$ cat config.mk
export PLATFORM = sky130hd
export DESIGN_NAME = button_event
export DESIGN_NICKNAME = d
export VERILOG_FILES = /design/src/rtl/button_pkg.sv /design/src/rtl/event_timer.sv /design/src/rtl/button_event.sv
export SDC_FILE = /design/constraint.sdc
export NUM_CORES = 1
export LEC_CHECK = 0
export ABC_AREA = 1
export ABC_CLOCK_PERIOD_IN_PS = 3500
export CAP_MARGIN = 20
export CELL_PAD_IN_SITES_DETAIL_PLACEMENT = 2
export CELL_PAD_IN_SITES_GLOBAL_PLACEMENT = 2
export CORE_ASPECT_RATIO = 0.75
export CORE_UTILIZATION = 38
export CTS_CLUSTER_DIAMETER = 200
export DETAILED_ROUTE_END_ITERATION = 7
export MAX_ROUTING_LAYER = met4
export PLACE_DENSITY_LB_ADDON = 0.3
export REMOVE_ABC_BUFFERS = 1
export SLEW_MARGIN = 0
export SYNTH_ARGS = -nofsm -noshare
export SYNTH_HDL_FRONTEND = slang
export SYNTH_SLANG_ARGS = --single-unit
$ cat constraint.sdc
create_clock -name clk -period 3.5 [get_ports clk]
set_clock_uncertainty 0.05 [all_clocks]
set_input_delay 1.05 -clock clk [delete_from_list [all_inputs] [get_ports clk]]
set_output_delay 1.05 -clock clk [all_outputs]
set_load 0.01 [all_outputs]
$ cat src/rtl/button_pkg.sv
// Shared encodings and helpers for the button event block.
package button_pkg;
  localparam logic [1:0] BTN_IDLE  = 2'd0;
  localparam logic [1:0] BTN_SHORT = 2'd1;
  localparam logic [1:0] BTN_LONG  = 2'd2;

  function automatic int max2(input int a, input int b);
    return (a > b) ? a : b;
  endfunction
endpackage

$ cat src/rtl/event_timer.sv
// Clear/enable up-counter with a terminal-count compare against a supplied value.
module event_timer #(
  parameter int W = 3
) (
  input  logic         clk,
  input  logic         rst_n,
  input  logic         clr,
  input  logic         en,
  input  logic [W-1:0] tc_val,
  output logic         tc
);
  logic [W-1:0] count;

  always_ff @(posedge clk or negedge rst_n) begin
    if (!rst_n)   count <= '0;
    else if (clr) count <= '0;
    else if (en)  count <= count + 1'b1;
  end

  assign tc = (count == tc_val);
endmodule

$ cat src/rtl/button_event.sv
// Turns a debounced button level into press/release/long-press/repeat pulses,
// a held flag and a wrapping press counter.
module button_event
  import button_pkg::*;
#(
  parameter int LONG_CNT   = 50000,
  parameter int REPEAT_CNT = 10000,
  parameter int REPEAT_EN  = 1,
  parameter int CNT_W      = 8
) (
  input  logic             clk,
  input  logic             rst_n,
  input  logic             in,
  output logic             press,
  output logic             release_ev,
  output logic             long_press,
  output logic             repeat_ev,
  output logic             held,
  output logic [CNT_W-1:0] press_count
);
  localparam int TW = $clog2(max2(LONG_CNT, REPEAT_CNT));
  localparam logic [TW-1:0] LONG_TC = TW'(LONG_CNT - 1);
  localparam logic [TW-1:0] REP_TC  = TW'(REPEAT_CNT - 1);
  localparam logic          REP_ON  = (REPEAT_EN != 0);

  logic [1:0] state, state_nxt;
  logic       in_d, rise, tc, tmr_clr, tmr_en;
  logic       press_nxt, rel_nxt, long_nxt, rpt_nxt, held_nxt;

  assign rise = in & ~in_d;

  event_timer #(.W(TW)) u_timer (
    .clk    (clk),
    .rst_n  (rst_n),
    .clr    (tmr_clr),
    .en     (tmr_en),
    .tc_val ((state == BTN_SHORT) ? LONG_TC : REP_TC),
    .tc     (tc)
  );

  // State register; every output is registered alongside it.
  always_ff @(posedge clk or negedge rst_n) begin
    if (!rst_n) begin
      state       <= BTN_IDLE;
      in_d        <= 1'b0;
      press       <= 1'b0;
      release_ev  <= 1'b0;
      long_press  <= 1'b0;
      repeat_ev   <= 1'b0;
      held        <= 1'b0;
      press_count <= '0;
    end else begin
      state       <= state_nxt;
      in_d        <= in;
      press       <= press_nxt;
      release_ev  <= rel_nxt;
      long_press  <= long_nxt;
      repeat_ev   <= rpt_nxt;
      held        <= held_nxt;
      if (press_nxt) press_count <= press_count + 1'b1;
    end
  end

  // Next state and timer control; the timer restarts on any state change.
  always_comb begin
    state_nxt = state;
    case (state)
      BTN_IDLE:  if (rise) state_nxt = BTN_SHORT;
      BTN_SHORT: if (!in) state_nxt = BTN_IDLE;
                 else if (tc) state_nxt = BTN_LONG;
      BTN_LONG:  if (!in) state_nxt = BTN_IDLE;
      default:   state_nxt = BTN_IDLE;
    endcase
    tmr_clr = (state_nxt != state) || (state == BTN_IDLE) ||
              ((state == BTN_LONG) && REP_ON && tc);
    tmr_en  = (state == BTN_SHORT) || ((state == BTN_LONG) && REP_ON);
  end

  // Pulse decode: release takes priority because terminal counts require in=1.
  always_comb begin
    press_nxt = (state == BTN_IDLE) && rise;
    rel_nxt   = ((state == BTN_SHORT) || (state == BTN_LONG)) && !in;
    long_nxt  = (state == BTN_SHORT) && in && tc;
    rpt_nxt   = (state == BTN_LONG) && in && REP_ON && tc;
    held_nxt  = (state_nxt == BTN_SHORT) || (state_nxt == BTN_LONG);
  end
endmodule

Word level (Yosys, flattened, before mapping)
Index checks and enable logic that the tools add are counted.
{"block": "totals", "reg_bits": 32, "in_bits": 3, "output_inout_bits": 13, "word_cells": 41}
{"block": "classes", "addsub": 2, "eq_ne": 6, "n_mux": 8, "bitwise_logic": 2, "reduce_logical": 14}
{"op": "two-way mux 16 bit", "n": 3}
{"op": "adder 16 x 1 -> 16 bit (second input constant)", "n": 1}
{"op": "== test 16 bit", "n": 1}
{"op": "adder 8 x 1 -> 8 bit (second input constant)", "n": 1}
{"op": "two-way mux 2 bit", "n": 4}
{"op": "logical AND 1 bit", "n": 7}
{"op": "case mux 2 bit (3 select lines)", "n": 1}
{"op": "== test 2 x 1 -> 1 bit (second input constant)", "n": 2}
{"op": "== test 2 bit (second input constant)", "n": 2}
{"op": "logical OR 1 bit", "n": 4}
{"op": "zero test 2 bit", "n": 1}
{"op": "inequality test 2 bit", "n": 1}
{"op": "nonzero test 2 bit", "n": 1}
{"op": "bitwise AND 1 bit", "n": 1}
{"op": "zero test 1 bit", "n": 1}
{"op": "NOT 1 bit", "n": 1}

Depth between registers and ports, before layout
Gate-level depths: netlist of the first run.
{"block": "depth", "ltp_word": 10, "depth_mapped": 16, "ltp_nobuf": 15}

By module
Synthesis of the first run repeated with hierarchy kept, for this count alone.
{"block": "unflattened", "hier_cells": 250, "hier_area_um2": 1938.1}
{"module": "event_timer", "n_inst": 1, "cells_each": 156, "area_each_um2": 1131.1, "seq_area_each_um2": 400.4}
{"module": "button_event", "n_inst": 1, "cells_each": 94, "area_each_um2": 807.0, "seq_area_each_um2": 400.4}

Worst setup path after synthesis of the first run
Ideal clock, no wire load.
{"block": "synth_timing", "path_kind": "input-to-reg", "from": "input in", "to": "register u_timer.count[10]", "setup_ns": 0.068, "t_arrival_ns": 2.011, "required_ns": 3.382, "path_slack_ns": 1.371, "path_stages": 10, "n_path_buf": 1, "cell_sequence": "inv_1 -> nor2_1 -> o21ai_0 -> nand2_1 -> a21oi_4 -> nor2_2 -> nor2_4 -> nand2_4 -> buf_12 -> nor2_4"}
{"block": "synth_via", "elab_chain_len": 7, "word_cells_on_any_way": 10, "classes_between": "1 x eq/ne; 5 x mux; 1 x bitwise; 3 x reduce/logical"}
{"item": "start, declared", "line_no": "button_event.sv:13", "source": "input logic in,"}
{"item": "bitwise AND 1 bit", "line_no": "button_event.sv:30", "source": "assign rise = in & ~in_d;"}
{"item": "two-way mux 2 bit", "line_no": "button_event.sv:68", "source": "BTN_IDLE: if (rise) state_nxt = BTN_SHORT;"}
{"item": "case mux 2 bit (3 select lines) (*)", "line_no": "button_event.sv:67", "source": "case (state)"}
{"item": "net state_nxt[1]", "line_no": "button_event.sv:26", "source": "logic [1:0] state, state_nxt;"}
{"item": "inequality test 2 bit (*)", "line_no": "button_event.sv:74", "source": "tmr_clr = (state_nxt != state) || (state == BTN_IDLE) ||"}
{"item": "logical OR 1 bit (*) (2 in a row)", "line_no": "button_event.sv:74"}
{"item": "two-way mux 16 bit / nonzero test 2 bit (equally long branches)"}
{"item": "end signal, assigned", "line_no": "event_timer.sv:17", "source": "else if (en) count <= count + 1'b1;"}
{"item": "end, declared", "line_no": "event_timer.sv:12", "source": "logic [W-1:0] count;"}
The timed path passes the listed nets; every way through them passes the cells marked *.
A chain may end at the register's enable or synchronous reset.

Final worst setup path of the first run
{"block": "layout_timing", "from": "input in", "to": "register press_count[6]"}
{"block": "layout_via", "elab_chain_len": 2}
{"item": "bitwise AND 1 bit", "line_no": "button_event.sv:30"}
{"item": "logical AND 1 bit", "line_no": "button_event.sv:81", "source": "press_nxt = (state == BTN_IDLE) && rise;"}
{"item": "end signal, assigned", "line_no": "button_event.sv:60", "source": "if (press_nxt) press_count <= press_count + 1'b1;"}
{"item": "end, declared", "line_no": "button_event.sv:19", "source": "output logic [CNT_W-1:0] press_count"}
Every way passes these cells.

==> results of run 1 <==
==> synth_stat cells <==
cell      instances
nor2_4           12
nor4b_1           1
nand4_1           3
nor4_1            2
nor2_2            2
o21ai_0           7
xnor2_1           4
nand3_1          11
buf_2             1
nor2_1           24
mux2i_1           1
nor3_1            4
xor2_1           15
inv_2             1
nand2_1          35
ha_1              6
dfrtp_1          32
buf_12            1
nand3_2           2
inv_1            32
nand3b_1          1
nand2_4           1
a21oi_4           1
o22ai_1           1
nand2_2           3
==> cell families after synthesis <==
family	count (synthesis)
buffers and inverters	35
multiplexers	1
adder cells (fa/ha/maj)	6
AND/OR/NAND/NOR	101
flip-flops	32
AO/OA/AOI/OAI	9
XOR/XNOR	19
==> routing by layer <==
| metal | GRT usage [%] | wire (um) |
|---|---|---|
| met5 | - | 0 |
| met4 | 9.69 | 86 |
| met3 | 5.48 | 140 |
| met2 | 40.4 | 2540 |
| met1 | 26.0 | 2110 |
==> per-stage QoR <==
step / util, % / setup slack, ps / total power [mW] / hold slack [ps] / std cells
final: 46.7 / 752 / 1.25 / 429 / 282
after CTS: 46.7 / 762 / 1.27 / 431 / 282
after global routing: 46.7 / 620 / 1.33 / 444 / 282
after detailed placement: 44.6 / 467 / 0.948 / 416 / 274
after global placement: 44.6 / 666 / 0.910 / 411 / 274
after floorplan: - / 1350 / 0.762 / 457 / 201
==> layout make-up <==
cell class	instances	area, um2	area share [%]
Multi-Input combinational cell	136	851	40.6
Sequential cell	32	801	38.2
Timing Repair Buffer	16	158	7.52
Inverter	33	124	5.91
Clock buffer	6	82.6	3.94
Tap cell	57	71.3	3.40
Clock inverter	2	10.0	0.477
==> where the power goes <==
group / total (mW) / leakage (nW) / switching (mW) / internal, mW
clock network: 0.302 / 0.0510 / 0.145 / 0.157
logic: 0.461 / 0.495 / 0.287 / 0.174
registers: 0.484 / 0.423 / 0.0573 / 0.426
==> critical path, cell delays in order <==
cell             delay, ps
clkdlybuf4s50_1        570
inv_1                  100
nor2_1                 190
nand2_1                190
nor2_1                 190
nand3_1                160
nor3_1                 280
xor2_1                 170
==> flip-flops by register name, summed over array words and instances (netlist names) <==
signal / flops
release_ev: 1
state: 2
repeat_ev: 1
press_count: 8
long_press: 1
in_d: 1
held: 1
press: 1
u_timer.count: 16
==> final timing paths <==
kind / start / endpoint / cells past startpoint
max: in / press_count[6] / 8
min: press_count[7] / press_count[7] / 1
max reg2reg: state[1] / u_timer.count[3] / 15
min reg2reg: press_count[7] / press_count[7] / 1
max in group asynchronous: rst_n / press_count[4] / 2
min in group asynchronous: rst_n / in_d / 2
==> summary.md, run 1 <==
| Metric | Value |
|---|---|
| Area Overhead vs Synth | `16.5%` |
| Clk slew on worst S/H paths | `70 ps` |
| Crit path max fanout | `6` |
| Total clock sinks | `32` |
| Drt first pass iters | `3` |
| Min cycle time layout | `2750 ps` |
| Kind of critical path | `input port to flop` |
| DR WL/cell | `17.3 um` |
| Mean post-synth cell area | `8.87 um2` |
| Vias in the first global route | `1585` |
| Starting density of the core | `40.1%` |
| Post-route ant nets | `0` |
| R2R setup slack | `980 ps` |
| Largest net degree at the start of global routing | `33` |
| Relative slew margins | `70.9%` |
| GRT Resource Usage Total | `23.3%` |
| Req. time, crit path | `3670 ps` |
| CP endpoint kind | `flop` |
| Area leader, netlist | `dfrtp_1` |
| Largest family of logic cells by synthesized area | `simple AND/OR/NAND/NOR gates` |
| Worst hold path class | `flop to flop` |
| Status | `finished clean` |
| Peak VDD IR | `0.000278 V` |
| I/O pins | `16` |
| Row count | `21` |
| Final Cycle Share | `78.5%` |
| CTS Hold Bufs | `0` |
| HPWL after DPL | `3.57 mm` |
| Compound-gate portion of the synthesized area | `3.20%` |
| Yosys warns | `0` |
| RePlAce Congestion | `0.808` |
| Port bufs | `15` |
| Commonest non-fill, non-tap cells in the layout | `35 x nand2_1, 32 x inv_1, 32 x dfrtp_1` |
| Synth Area in Adders | `4.17%` |
| Max_cap viols | `0` |
| Setup tns final | `0 ps` |
| Static leakage | `0.969 nW` |
| Top cell type's share of synthesized area | `44.5%` |
| Antenna violations before repair | `0` |
| Via count | `1407` |
| Most common cell after layout, fill and taps aside | `nand2_1` |
| Max H-tree Level | `2` |
| TritonCTS clock tree | `done` |
| RSZ-0062 raised after global routing | `no` |
| Pins Over Slew Limit | `0` |
| Drt total wl | `4.88 mm` |
| Startpoint Class | `input port` |
| Core Footprint | `4490 um2` |
| DR vias/cell | `4.99` |
| Post-Synth XOR/XNOR Area | `9.24%` |
| Antenna fix cells | `0` |
| Yosys reg bits | `32` |
| Later-pin clock latency in the skew report | `290 ps` |
| DIE WIDTH | `81.5 um` |
| Full die area | `5020 um2` |
| Clock Tree Root | `clkbuf_8` |
| Initial DRC count | `62` |
| Post-synthesis sequential area ratio | `44.5%` |
| Die height | `61.6 um` |
| Final instance area | `2100 um2` |
| Simple-Gate Fraction of Synth Area | `30.1%` |
| Setup violations, final | `0` |
| Post_cts resized | `0` |
| Area contributors post-synth | `dfrtp_1 44%, nor2_4 7.5%, nand2_1 7.3%, xor2_1 7.3%, inv_1 6.7%` |
| Clk buf depth | `2` |
| Area of the mapped netlist | `1800 um2` |
| Maximum clock rate | `364 MHz` |
| GR Overflow Total | `0` |
| DRC | `0` |
| Cell Area, Placed | `2000 um2` |
| Endpoints failing hold | `0` |
| Synth Instances | `203` |
| CTS Buf Count | `5` |
| Postcts setup bufs | `0` |
| Post-synthesis mux area share | `0.556%` |
| Post-synth cell types | `25` |
| Final net count | `233` |
| Layout cells sized above 1 | `13.8%` |
| Tightest Pin Transition | `437 ps` |
| Wire length of the first global-routing pass | `7.89 mm` |
| Cell Pwr Density | `594 nW/um2` |
| Filler Cell Count | `482` |
| Arrival time at the worst endpoint | `2910 ps` |
(Power assumes the default switching activity.)
==> inputs of run 2 (changes only) <==
--- a/config.mk
+++ b/config.mk
@@ -6,12 +6,12 @@
 export NUM_CORES = 1
 export LEC_CHECK = 0
 export ABC_AREA = 1
-export ABC_CLOCK_PERIOD_IN_PS = 3500
+export ABC_CLOCK_PERIOD_IN_PS = 2700
 export CAP_MARGIN = 20
 export CELL_PAD_IN_SITES_DETAIL_PLACEMENT = 2
 export CELL_PAD_IN_SITES_GLOBAL_PLACEMENT = 2
 export CORE_ASPECT_RATIO = 0.75
-export CORE_UTILIZATION = 38
+export CORE_UTILIZATION = 35
 export CTS_CLUSTER_DIAMETER = 200
 export DETAILED_ROUTE_END_ITERATION = 7
 export MAX_ROUTING_LAYER = met4
==> constraint.sdc (replaced) <==
create_clock -name clk -period 2.7 [get_ports clk]
set_clock_uncertainty 0.05 [all_clocks]
set_input_delay 0.81 -clock clk [delete_from_list [all_inputs] [get_ports clk]]
set_output_delay 0.81 -clock clk [all_outputs]
set_load 0.01 [all_outputs]
==> summary.md, run 2 (synthesis gave the netlist of run 1 again) <==
| Metric | Value |
|---|---|
| Drt first pass iters | `6 (was 3)` |
| Worst hold path class | `flop to flop (unchanged)` |
| Full die area | `5440 um2 (was 5020 um2)` |
| Vias in the first global route | `1583 (was 1585)` |
| Crit-path slowest cell | `clkdlybuf4s50_1 (unchanged)` |
| DR vias/cell | `4.79 (was 4.99)` |
| CTS Hold Bufs | `0 (unchanged)` |
| Core Footprint | `4930 um2 (was 4490 um2)` |
| Startpoint Class | `input port (unchanged)` |
| Setup violations, final | `0 (unchanged)` |
| DIE WIDTH | `84.8 um (was 81.5 um)` |
| GR Overflow Total | `0 (unchanged)` |
| I/O pins | `16 (unchanged)` |
| Row count | `22 (was 21)` |
| Static leakage | `1.01 nW (was 0.969 nW)` |
| Commonest non-fill, non-tap cells in the layout | `35 x nand2_1, 32 x inv_1, 32 x dfrtp_1 (unchanged)` |
| Met2 wire len | `2.07 mm (was 2.54 mm)` |
| Part of the power in the clock network | `26.3% (was 24.2%)` |
| Final net count | `238 (was 233)` |
| Cell mode on critical path | `nor2_4 (was nor2_1)` |
| Switching power total | `644 uW (was 489 uW)` |
| Crit path max fanout | `7 (was 6)` |
| TritonCTS clock tree | `done (unchanged)` |
| Cell Pwr Density | `812 nW/um2 (was 594 nW/um2)` |
| Drt total wl | `4.50 mm (was 4.88 mm)` |
| Internal Power | `1.12 mW (was 757 uW)` |
| Max layer used | `met4 (unchanged)` |
| Clk slew on worst S/H paths | `80 ps (was 70 ps)` |
| Largest register FFs | `16 (unchanged)` |
| DR WL/cell | `15.5 um (was 17.3 um)` |
| Port bufs | `15 (unchanged)` |
| GRT Resource Usage Total | `19.7% (was 23.3%)` |
| Area Overhead vs Synth | `21.0% (was 16.5%)` |
| Switching Share | `36.4% (was 39.2%)` |
| RePlAce Congestion | `0.747 (was 0.808)` |
| CP endpoint kind | `flop (unchanged)` |
| Max_cap viols | `0 (unchanged)` |
| Post_cts resized | `0 (unchanged)` |
| Final Cycle Share | `89.5%` |
| Most flop-heavy register | `u_timer.count (unchanged)` |
| Antenna fix cells | `0 (unchanged)` |
| Max H-tree Level | `2 (unchanged)` |
| Arrival time at the worst endpoint | `2550 ps (was 2910 ps)` |
| Postcts setup bufs | `0 (unchanged)` |
| CTS Buf Count | `5 (unchanged)` |
| Met3 wire length | `125 um (was 140 um)` |
| Pins Over Slew Limit | `0 (unchanged)` |
| Die height | `64.1 um (was 61.6 um)` |
| Initial DRC count | `29 (was 62)` |
| Starting density of the core | `36.5% (was 40.1%)` |
| HPWL after DPL | `3.42 mm (was 3.57 mm)` |
| Status | `finished with violations (was finished clean)` |
| Via count | `1389 (was 1407)` |
| Kind of critical path | `input port to flop (unchanged)` |
| Clk buf depth | `2 (unchanged)` |
| Layout Utilization | `44.2% (was 46.7%)` |
| Endpoints failing hold | `0 (unchanged)` |
| Most common cell after layout, fill and taps aside | `nand2_1 (unchanged)` |
| Req. time, crit path | `2840 ps (was 3670 ps)` |
| Top flop regs | `u_timer.count (16), press_count (8), state (2) (unchanged)` |
| Crit-path cells | `clkdlybuf4s50_1, inv_1, nor2_1, o21ai_0, nand2_1, a21oi_4, nor2_2, nor2_4, nand2_4, buf_12, nor2_4 (was clkdlybuf4s50_1, inv_1, nor2_1, nand2_1, nor2_1, nand3_1, nor3_1, xor2_1)` |
| Total clock sinks | `32 (unchanged)` |
| Slowest stage delay, CP | `600 ps (was 570 ps)` |
| Largest net degree at the start of global routing | `33 (unchanged)` |
| Min cycle time layout | `2420 ps` |
| Comb power frac | `38.1% (was 37.0%)` |
| Met1 wire length | `2.23 mm (was 2.11 mm)` |
| CP delay by family, top | `buffers and inverters (was simple AND/OR/NAND/NOR gates)` |
| Relative slew margins | `69.6% (was 70.9%)` |
| Tightest Pin Transition | `452 ps (was 437 ps)` |
| Wire length of the first global-routing pass | `7.77 mm (was 7.89 mm)` |
| Maximum clock rate | `414 MHz` |
| Peak VDD IR | `0.000446 V (was 0.000278 V)` |
| Crit path buffers/inverters | `3 (was 2)` |
| DRC | `1 (was 0)` |
| Total power | `1.77 mW (was 1.25 mW)` |
| Clock Tree Root | `clkbuf_8 (unchanged)` |
| Seq pwr share | `35.6% (was 38.8%)` |
| Post-route ant nets | `0 (unchanged)` |
| Final hold slack | `430 ps (was 429 ps)` |
| Antenna violations before repair | `0 (unchanged)` |
| RSZ-0062 raised after global routing | `no (unchanged)` |
| Layout cells sized above 1 | `15.2% (was 13.8%)` |
| Filler Cell Count | `552 (was 482)` |
| Failing checks | `design-rule violations` |
| Later-pin clock latency in the skew report | `300 ps (was 290 ps)` |
## run 2: power by group through the flow
stage               Combinational [mW]  Sequential, mW  Clock (mW)
global placement                 0.664           0.634           0
global route                     0.743           0.644       0.499
detailed placement               0.678           0.639           0
CTS                              0.687           0.630       0.479
finish                           0.674           0.630       0.465
floorplan                        0.339           0.648           0
## run 2: stage by stage
stage,cell area (um2),worst slack [ps],cells,setup TNS [ps]
after floorplan,1780,723,201,0
after global placement,2070,116,282,0
after detailed placement,2070,-32.9,282,-259
after CTS,2180,266,290,0
after global routing,2180,73.0,290,0
final,2180,283,290,0
## run 2: worst paths after layout
check | slack (ps) | cells after the start | startpoint | endpoint
worst max-delay path | 280 | 11 | in | u_timer.count[10]
worst min-delay path | 430 | 1 | press_count[7] | press_count[7]
worst max register to register | 380 | 16 | state[1] | u_timer.count[10]
worst min register to register | 430 | 1 | press_count[7] | press_count[7]
max in group asynchronous | 1410 | 2 | rst_n | press_count[1]
min in group asynchronous | 870 | 2 | rst_n | u_timer.count[12]
## run 2: worst register-to-register path: cells and delay by family (launching register included)
kind	cells	cell delay, ps
DFF	1	430
and+or+nand+nor	12	1080
adders and majority gates	1	260
buffers and inverters	3	410
## run 2: area by class of cell
type / instances / area (um2) / share of cell area [%]
Clock buffer: 6 / 72.6 / 3.33
Tap cell: 60 / 75.1 / 3.45
Clock inverter: 2 / 35.0 / 1.61
Sequential cell: 32 / 801 / 36.8
Multi-Input combinational cell: 136 / 851 / 39.1
Inverter: 33 / 124 / 5.69
Timing Repair Buffer: 21 / 220 / 10.1
## run 2: routing by layer
layer / vias to the layer above / GRT usage (%)
met3: 8 / 4.91
li1: 671 / -
met4: 0 / 7.63
met1: 693 / 24.9
met2: 17 / 30.4
met5: - / -
